`src/rtl/poly_wave_synth_if.sv`:
```
// Bundle between the keyboard/control side and poly_wave_synth.
//   master: drives tick, per-voice phase increments and gates, wave/envelope/mix
//           controls; observes audio_out, audio_valid, busy, active, overrun.
//   slave : the synthesizer side of the same signals.
interface poly_wave_synth_if #(
    parameter int unsigned VOICES  = 8,
    parameter int unsigned PHASE_W = 24,
    parameter int unsigned VOL_W   = 8,
    parameter int unsigned OUT_W   = 16
);
    logic                        sample_tick;
    logic [VOICES*PHASE_W-1:0]   phase_inc;
    logic [VOICES-1:0]           gate;
    logic [1:0]                  wave_sel;
    logic [VOL_W-1:0]            attack_rate;
    logic [VOL_W-1:0]            release_rate;
    logic [2:0]                  master_shift;
    logic signed [OUT_W-1:0]     audio_out;
    logic                        audio_valid;
    logic                        busy;
    logic [VOICES-1:0]           active;
    logic                        overrun;

    modport master (
        output sample_tick, phase_inc, gate, wave_sel,
               attack_rate, release_rate, master_shift,
        input  audio_out, audio_valid, busy, active, overrun
    );

    modport slave (
        input  sample_tick, phase_inc, gate, wave_sel,
               attack_rate, release_rate, master_shift,
        output audio_out, audio_valid, busy, active, overrun
    );
endinterface

```
`src/rtl/poly_wave_synth.sv`:
```
// Time-multiplexed polyphonic synthesizer: one voice per clock after each
// sample_tick, each voice with its own phase accumulator and attack/release
// envelope, mixed into a saturated signed sample.
//   clk      : audio clock
//   reset_n  : synchronous, active-low reset
//   bus      : slave side of poly_wave_synth_if (controls in, sample/status out)
module poly_wave_synth #(
    parameter int unsigned VOICES  = 8,
    parameter int unsigned PHASE_W = 24,
    parameter int unsigned VOL_W   = 8,
    parameter int unsigned OUT_W   = 16
) (
    input  logic              clk,
    input  logic              reset_n,
    poly_wave_synth_if.slave  bus
);

    localparam int unsigned IDX_W  = $clog2(VOICES);
    localparam int unsigned ACC_W  = 9 + VOL_W + $clog2(VOICES);
    localparam int unsigned PROD_W = 8 + VOL_W + 1;

    localparam logic [VOL_W-1:0]        ENV_MAX = '1;
    localparam logic signed [ACC_W-1:0] SAT_MAX = ACC_W'((64'sd1 <<< (OUT_W - 1)) - 64'sd1);
    localparam logic signed [ACC_W-1:0] SAT_MIN = ~SAT_MAX;

    typedef enum logic [1:0] {
        S_IDLE = 2'd0,
        S_RUN  = 2'd1,
        S_OUT  = 2'd2
    } state_t;

    state_t                   state;
    state_t                   state_nx;
    logic [IDX_W-1:0]         idx;
    logic [1:0]               wave_q;
    logic signed [ACC_W-1:0]  acc;
    logic [PHASE_W-1:0]       phase [VOICES];
    logic [VOL_W-1:0]         env   [VOICES];

    logic [PHASE_W-1:0]       inc_c;
    logic [PHASE_W-1:0]       phase_c;
    logic [VOL_W:0]           env_up_c;
    logic [VOL_W-1:0]         env_c;
    logic [7:0]               p_c;
    logic [6:0]               tri_c;
    logic signed [7:0]        smp_c;
    logic signed [PROD_W-1:0] prod_c;
    logic signed [ACC_W-1:0]  y_c;
    logic signed [OUT_W-1:0]  out_c;

    // Next-state logic
    always_comb begin
        state_nx = state;
        case (state)
            S_IDLE:  if (bus.sample_tick) state_nx = S_RUN;
            S_RUN:   if (idx == IDX_W'(VOICES - 1)) state_nx = S_OUT;
            S_OUT:   state_nx = S_IDLE;
            default: state_nx = S_IDLE;
        endcase
    end

    // Current voice step; gate and increment are taken live in this cycle
    always_comb begin
        inc_c    = bus.phase_inc[idx*PHASE_W +: PHASE_W];
        phase_c  = phase[idx] + inc_c;
        env_up_c = '0;
        env_c    = env[idx];
        if (bus.gate[idx]) begin
            // Extra carry bit detects overflow for the saturating attack
            env_up_c = {1'b0, env[idx]} + {1'b0, bus.attack_rate};
            env_c    = env_up_c[VOL_W] ? ENV_MAX : env_up_c[VOL_W-1:0];
        end else begin
            env_c = (env[idx] > bus.release_rate) ? (env[idx] - bus.release_rate) : '0;
        end

        p_c   = phase_c[PHASE_W-1 -: 8];
        tri_c = p_c[7] ? ~p_c[6:0] : p_c[6:0];
        smp_c = '0;
        case (wave_q)
            2'd0:    smp_c = p_c[7] ? 8'sh80 : 8'sh7F;
            // p - 128 and 2t - 128 reduce to flipping the top bit
            2'd1:    smp_c = $signed({~p_c[7], p_c[6:0]});
            2'd2:    smp_c = $signed({~tri_c[6], tri_c[5:0], 1'b0});
            default: smp_c = '0;
        endcase
        prod_c = smp_c * $signed({1'b0, env_c});
    end

    // Output scaling and saturation
    always_comb begin
        y_c = acc >>> bus.master_shift;
        if (y_c > SAT_MAX) begin
            out_c = OUT_W'(SAT_MAX);
        end else if (y_c < SAT_MIN) begin
            out_c = OUT_W'(SAT_MIN);
        end else begin
            out_c = OUT_W'(y_c);
        end
    end

    // State, voice memory and registered outputs
    always_ff @(posedge clk) begin
        if (!reset_n) begin
            state           <= S_IDLE;
            idx             <= '0;
            wave_q          <= '0;
            acc             <= '0;
            bus.busy        <= 1'b0;
            bus.audio_out   <= '0;
            bus.audio_valid <= 1'b0;
            bus.active      <= '0;
            bus.overrun     <= 1'b0;
            for (int i = 0; i < VOICES; i++) begin
                phase[i] <= '0;
                env[i]   <= '0;
            end
        end else begin
            state           <= state_nx;
            bus.busy        <= (state_nx != S_IDLE);
            bus.audio_valid <= 1'b0;
            case (state)
                S_IDLE: begin
                    if (bus.sample_tick) begin
                        wave_q <= bus.wave_sel;
                        acc    <= '0;
                        idx    <= '0;
                    end
                end
                S_RUN: begin
                    phase[idx]      <= phase_c;
                    env[idx]        <= env_c;
                    bus.active[idx] <= (env_c != '0);
                    acc             <= acc + ACC_W'(prod_c);
                    idx             <= idx + 1'b1;
                end
                S_OUT: begin
                    bus.audio_out   <= out_c;
                    bus.audio_valid <= 1'b1;
                end
                default: ;
            endcase
            // A tick during a frame is dropped but remembered until reset
            if (bus.sample_tick && (state != S_IDLE)) begin
                bus.overrun <= 1'b1;
            end
        end
    end

endmodule

```
`src/flat_wrapper.sv`:
```
// flat-port wrapper written by rule: the top's interface ports become plain ports
module poly_wave_synth_flat 
#(
    parameter int unsigned VOICES  = 8,
    parameter int unsigned PHASE_W = 24,
    parameter int unsigned VOL_W   = 8,
    parameter int unsigned OUT_W   = 16
)
  (clk, reset_n, bus_sample_tick, bus_phase_inc, bus_gate, bus_wave_sel, bus_attack_rate, bus_release_rate, bus_master_shift, bus_audio_out, bus_audio_valid, bus_busy, bus_active, bus_overrun);
  poly_wave_synth_if #(.VOICES(VOICES), .PHASE_W(PHASE_W), .VOL_W(VOL_W), .OUT_W(OUT_W)) bus_i ();
  input  logic clk;
  input  logic reset_n;
  input wire logic [$bits(bus_i.sample_tick)-1:0] bus_sample_tick;
  input wire logic [$bits(bus_i.phase_inc)-1:0] bus_phase_inc;
  input wire logic [$bits(bus_i.gate)-1:0] bus_gate;
  input wire logic [$bits(bus_i.wave_sel)-1:0] bus_wave_sel;
  input wire logic [$bits(bus_i.attack_rate)-1:0] bus_attack_rate;
  input wire logic [$bits(bus_i.release_rate)-1:0] bus_release_rate;
  input wire logic [$bits(bus_i.master_shift)-1:0] bus_master_shift;
  output wire logic [$bits(bus_i.audio_out)-1:0] bus_audio_out;
  output wire logic [$bits(bus_i.audio_valid)-1:0] bus_audio_valid;
  output wire logic [$bits(bus_i.busy)-1:0] bus_busy;
  output wire logic [$bits(bus_i.active)-1:0] bus_active;
  output wire logic [$bits(bus_i.overrun)-1:0] bus_overrun;
  assign bus_i.sample_tick = bus_sample_tick;
  assign bus_i.phase_inc = bus_phase_inc;
  assign bus_i.gate = bus_gate;
  assign bus_i.wave_sel = bus_wave_sel;
  assign bus_i.attack_rate = bus_attack_rate;
  assign bus_i.release_rate = bus_release_rate;
  assign bus_i.master_shift = bus_master_shift;
  assign bus_audio_out = bus_i.audio_out;
  assign bus_audio_valid = bus_i.audio_valid;
  assign bus_busy = bus_i.busy;
  assign bus_active = bus_i.active;
  assign bus_overrun = bus_i.overrun;
  poly_wave_synth #(.VOICES(VOICES), .PHASE_W(PHASE_W), .VOL_W(VOL_W), .OUT_W(OUT_W)) u_core (.clk(clk), .reset_n(reset_n), .bus(bus_i));
endmodule
```
`config.mk`:
```
export PLATFORM = sky130hd
export DESIGN_NAME = poly_wave_synth_flat
export DESIGN_NICKNAME = d
export VERILOG_FILES = /design/src/rtl/poly_wave_synth_if.sv /design/src/rtl/poly_wave_synth.sv /design/src/flat_wrapper.sv
export SDC_FILE = /design/constraint.sdc
export NUM_CORES = 1
export LEC_CHECK = 0
export BUFFER_PORTS_ARGS = -buffer_cell sky130_fd_sc_hd__buf_2
export CELL_PAD_IN_SITES_DETAIL_PLACEMENT = 1
export CELL_PAD_IN_SITES_GLOBAL_PLACEMENT = 2
export CORE_MARGIN = 5
export CORE_UTILIZATION = 36
export DETAILED_ROUTE_END_ITERATION = 10
export PLACE_DENSITY_LB_ADDON = 0.1
export SYNTH_ARGS = -nofsm -noshare
export SYNTH_HDL_FRONTEND = slang
export SYNTH_SLANG_ARGS = --single-unit
```
`constraint.sdc`:
```
create_clock -name clk -period 8.6 [get_ports clk]
set_clock_uncertainty 0.05 [all_clocks]
set_input_delay 1.29 -clock clk [delete_from_list [all_inputs] [get_ports clk]]
set_output_delay 1.29 -clock clk [all_outputs]
set_load 0.02 [all_outputs]
```
==> metrics <==
status finished, violations left; failing checks negative setup slack; fmax 114.0 MHz; Max stage delay on crit path 0.57 ns; drt initial violations 767; min Tclk post-route 8.769 ns; Via Count 15.89k; Slew HR 27.51%; Hold WC Path Type register to register; initial antenna violation count 5; RSZ-0062 raised after global routing true; Inserted Clock Buffers 37; Multi-input gate area 0.01099 sq mm; core area 0.05531 sq mm; die width 246.8 um; GRT overflow 0; Area Overhead vs Synth 27.24%; CTS tree yes; worst slew pin tran 1.083 ns; starting density of the core 36.51%; layout cells sized above 1 36.75%; Final Hold Fails 0; final net count 2577; synthesized cell area 0.02019 sq mm; Mean Syn Cell Area 11.48 sq um; drt pass-1 iters 5; Post-synth EDFFs 256; VDD IR max 0.7391 mV; I/O Pins 251; Rows 86; largest net degree at the start of global routing 37; max-slew violation count 0; static leakage 10.94 nW; cells after synthesis 1759; CP Launch Type primary input; Seq/Total Area, Yosys 43.72%; Final period util 102.0%; layout filler cell count 6062; dominant cells by area after synthesis edfxtp_1 38%, mux4_2 11%, nor2_1 6.6%; global placer's final weighted congestion 0.8515; Setup WS pre-CTS -0.9686 ns; critical path arrival 9.15 ns; final setup violation count 5; Post-synth ARST share 0%; first-pass GRT wire length 105.0 mm; H-tree Lvls 2; Register Area 0.008843 sq mm; max_cap viols 0; Synth top area share 38.07%; number of global-route vias before repair 16.86k; Hold Buf Count CTS 0; total routed wirelength 70.92 mm; Crit. End Element register; Via density 5.338; ANT nets after route 0; Syn Nets 2139; clock sink count 313; GRT Total Usage 22.78%; routed len/inst 23.82 um; YS warnings 0; CTS max path bufs 3; CP Data Required Time 8.98 ns; Post-route DRC 0; crit-path max FO 4; Setup TNS Final -0.1899 ns; later-pin clock latency in the skew report 0.55 ns; Clock Pin Slew Worst Setup and Hold Paths 0.06 ns; cell mode on critical path fa_1; Synth Flop Type edfxtp_1; Die Span Y 246.8 um; Synth area leader edfxtp_1; pwr/cell area 391.0 mW/mm^2; final worst setup slack -0.1693 ns; DP HPWL 50.80 mm; Critical-path top delay cell fa_1; synth unique cells 90; total die area 0.06093 sq mm; I/O Buffers 250; Clock Tree Root clkbuf_16; critical path class primary input to register; Yosys reg bits 313
critical path, delay by kind of cell:
family	cells	cell delay (ns)
AND/OR/NAND/NOR	3	0.32
AO/OA/AOI/OAI	12	2.78
adder cells (fa/ha/maj)	7	3.05
multiplexers	2	0.77
buffers and inverters	4	0.34
XOR/XNOR	3	0.56
cells by family (layout without fill, tap and decap cells):
family                     count (synthesis)  in the layout  synth area share (%)
and+or+nand+nor                          550            550                 11.85
DFF                                      313            313                 43.72
AOI/OAI and AO/OA                        285            285                 10.33
buffers and inverters                    219            683                 4.250
muxes                                    196            196                 16.27
adders and majority gates                156            156                 11.71
xor gates and xnor gates                  40             40                 1.877
other                                      0              6                     0
timing repair:
action | CTS | global route
hold endpoints to repair | 0 | 0
endpoints found under the setup margin | 8 | 9
buffers inserted | 5 | 21
pin swaps | 18 | 37
resized for setup | 24 | 58
layout by cell type, fill, tap and decap left out, types with 12 or more instances in the layout:
cell type | netlist | routed
inv_1 | 111 | 109
nor2_1 | 356 | 354
a22oi_1 | 25 | 25
fa_1 | 55 | 53
o211ai_1 | 12 | 12
clkinv_2 | 0 | 13
o211a_1 | 15 | 14
ha_1 | 101 | 92
nand3_1 | 24 | 20
clkbuf_16 | 0 | 38
dfxtp_1 | 57 | 51
mux2_2 | 55 | 53
edfxtp_1 | 256 | 256
xor2_1 | 13 | 12
nand2b_1 | 20 | 19
nor2b_1 | 14 | 12
a21o_1 | 16 | 16
nand2_1 | 64 | 62
mux4_2 | 100 | 100
buf_4 | 4 | 233
o21ai_0 | 51 | 42
buf_2 | 6 | 247
xnor2_1 | 24 | 23
buf_12 | 0 | 12
a21oi_1 | 47 | 41
mux2i_1 | 40 | 38
cell usage after synthesis, drive strengths merged (10+ instances only):
cell type  number
nor2          356
edfxtp        256
inv           113
ha            101
mux4          100
clkbuf         72
nand2          65
dfxtp          57
o21ai          57
fa             55
mux2           55
a21oi          49
mux2i          41
buf            31
a22oi          28
nand3          25
xnor2          24
nand2b         20
a21o           16
o211a          15
xor2           15
a221oi         14
nor2b          14
o211ai         13
a31oi          11
nor3           11
o22ai          10
flip-flops by register name, indices dropped and copies added, names as in the netlist, named ones only:
register                cells
u_core.state                2
u_core.phase              192
u_core.bus.audio_valid      1
u_core.bus.busy             1
u_core.bus.active           8
u_core.acc                 20
u_core.bus.overrun          1
u_core.bus.audio_out       16
u_core.env                 64
u_core.idx                  3
u_core.wave_q               2
through the flow:
| stage | utilization [%] | instances | area (sq um) | hold WS [ns] | power (W) |
|---|---|---|---|---|---|
| after floorplan | - | 1759 | 20260 | 0.4337 | 0.005816 |
| after global placement | 43.27 | 2881 | 23930 | 0.3855 | 0.007826 |
| after detailed placement | 43.27 | 2881 | 23930 | 0.3948 | 0.007988 |
| after CTS | 45.62 | 2951 | 25230 | 0.4044 | 0.009785 |
| after global routing | 46.45 | 2975 | 25690 | 0.4202 | 0.01099 |
| final | 46.46 | 2977 | 25700 | 0.3975 | 0.01005 |
power breakdown:
group	switching [W]	leakage, nW	total, W	internal [W]
clock network	0.000648	0.563	0.00149	0.000842
logic	0.00331	7.25	0.00675	0.00344
registers	0.0000718	3.12	0.00181	0.00174
total	0.00403	10.9	0.0100	0.00602
metal layers:
layer  vias up  share of wire (%)  track usage (%)
met2       348                 51            41.09
met5         -              0.018                0
li1       7328                  -                -
met1      8139                 42            29.05
met4         2                2.0            5.481
met3        74                4.5            3.134
worst paths after layout:
| check | from | to | slack (ns) | cells after the start |
|---|---|---|---|---|
| max | bus_phase_inc[49] | u_core.acc[19] | -0.17 | 31 |
| min | u_core.bus.overrun | u_core.bus.overrun | 0.40 | 2 |
| max reg2reg | register | u_core.acc[19] | -0.08 | 32 |
| min reg2reg | u_core.bus.overrun | u_core.bus.overrun | 0.40 | 2 |
layout make-up:
cell class              count  area share, %
clock inverters            21         0.5794
diodes                      6        0.05843
multi-input cells        1227          42.79
flip-flops and latches    313          34.42
inverters                 115          1.695
repair buffers            503          13.03
well taps                 748          3.642
clock buffers              44          3.788
Power figures use the tool's default switching activity.
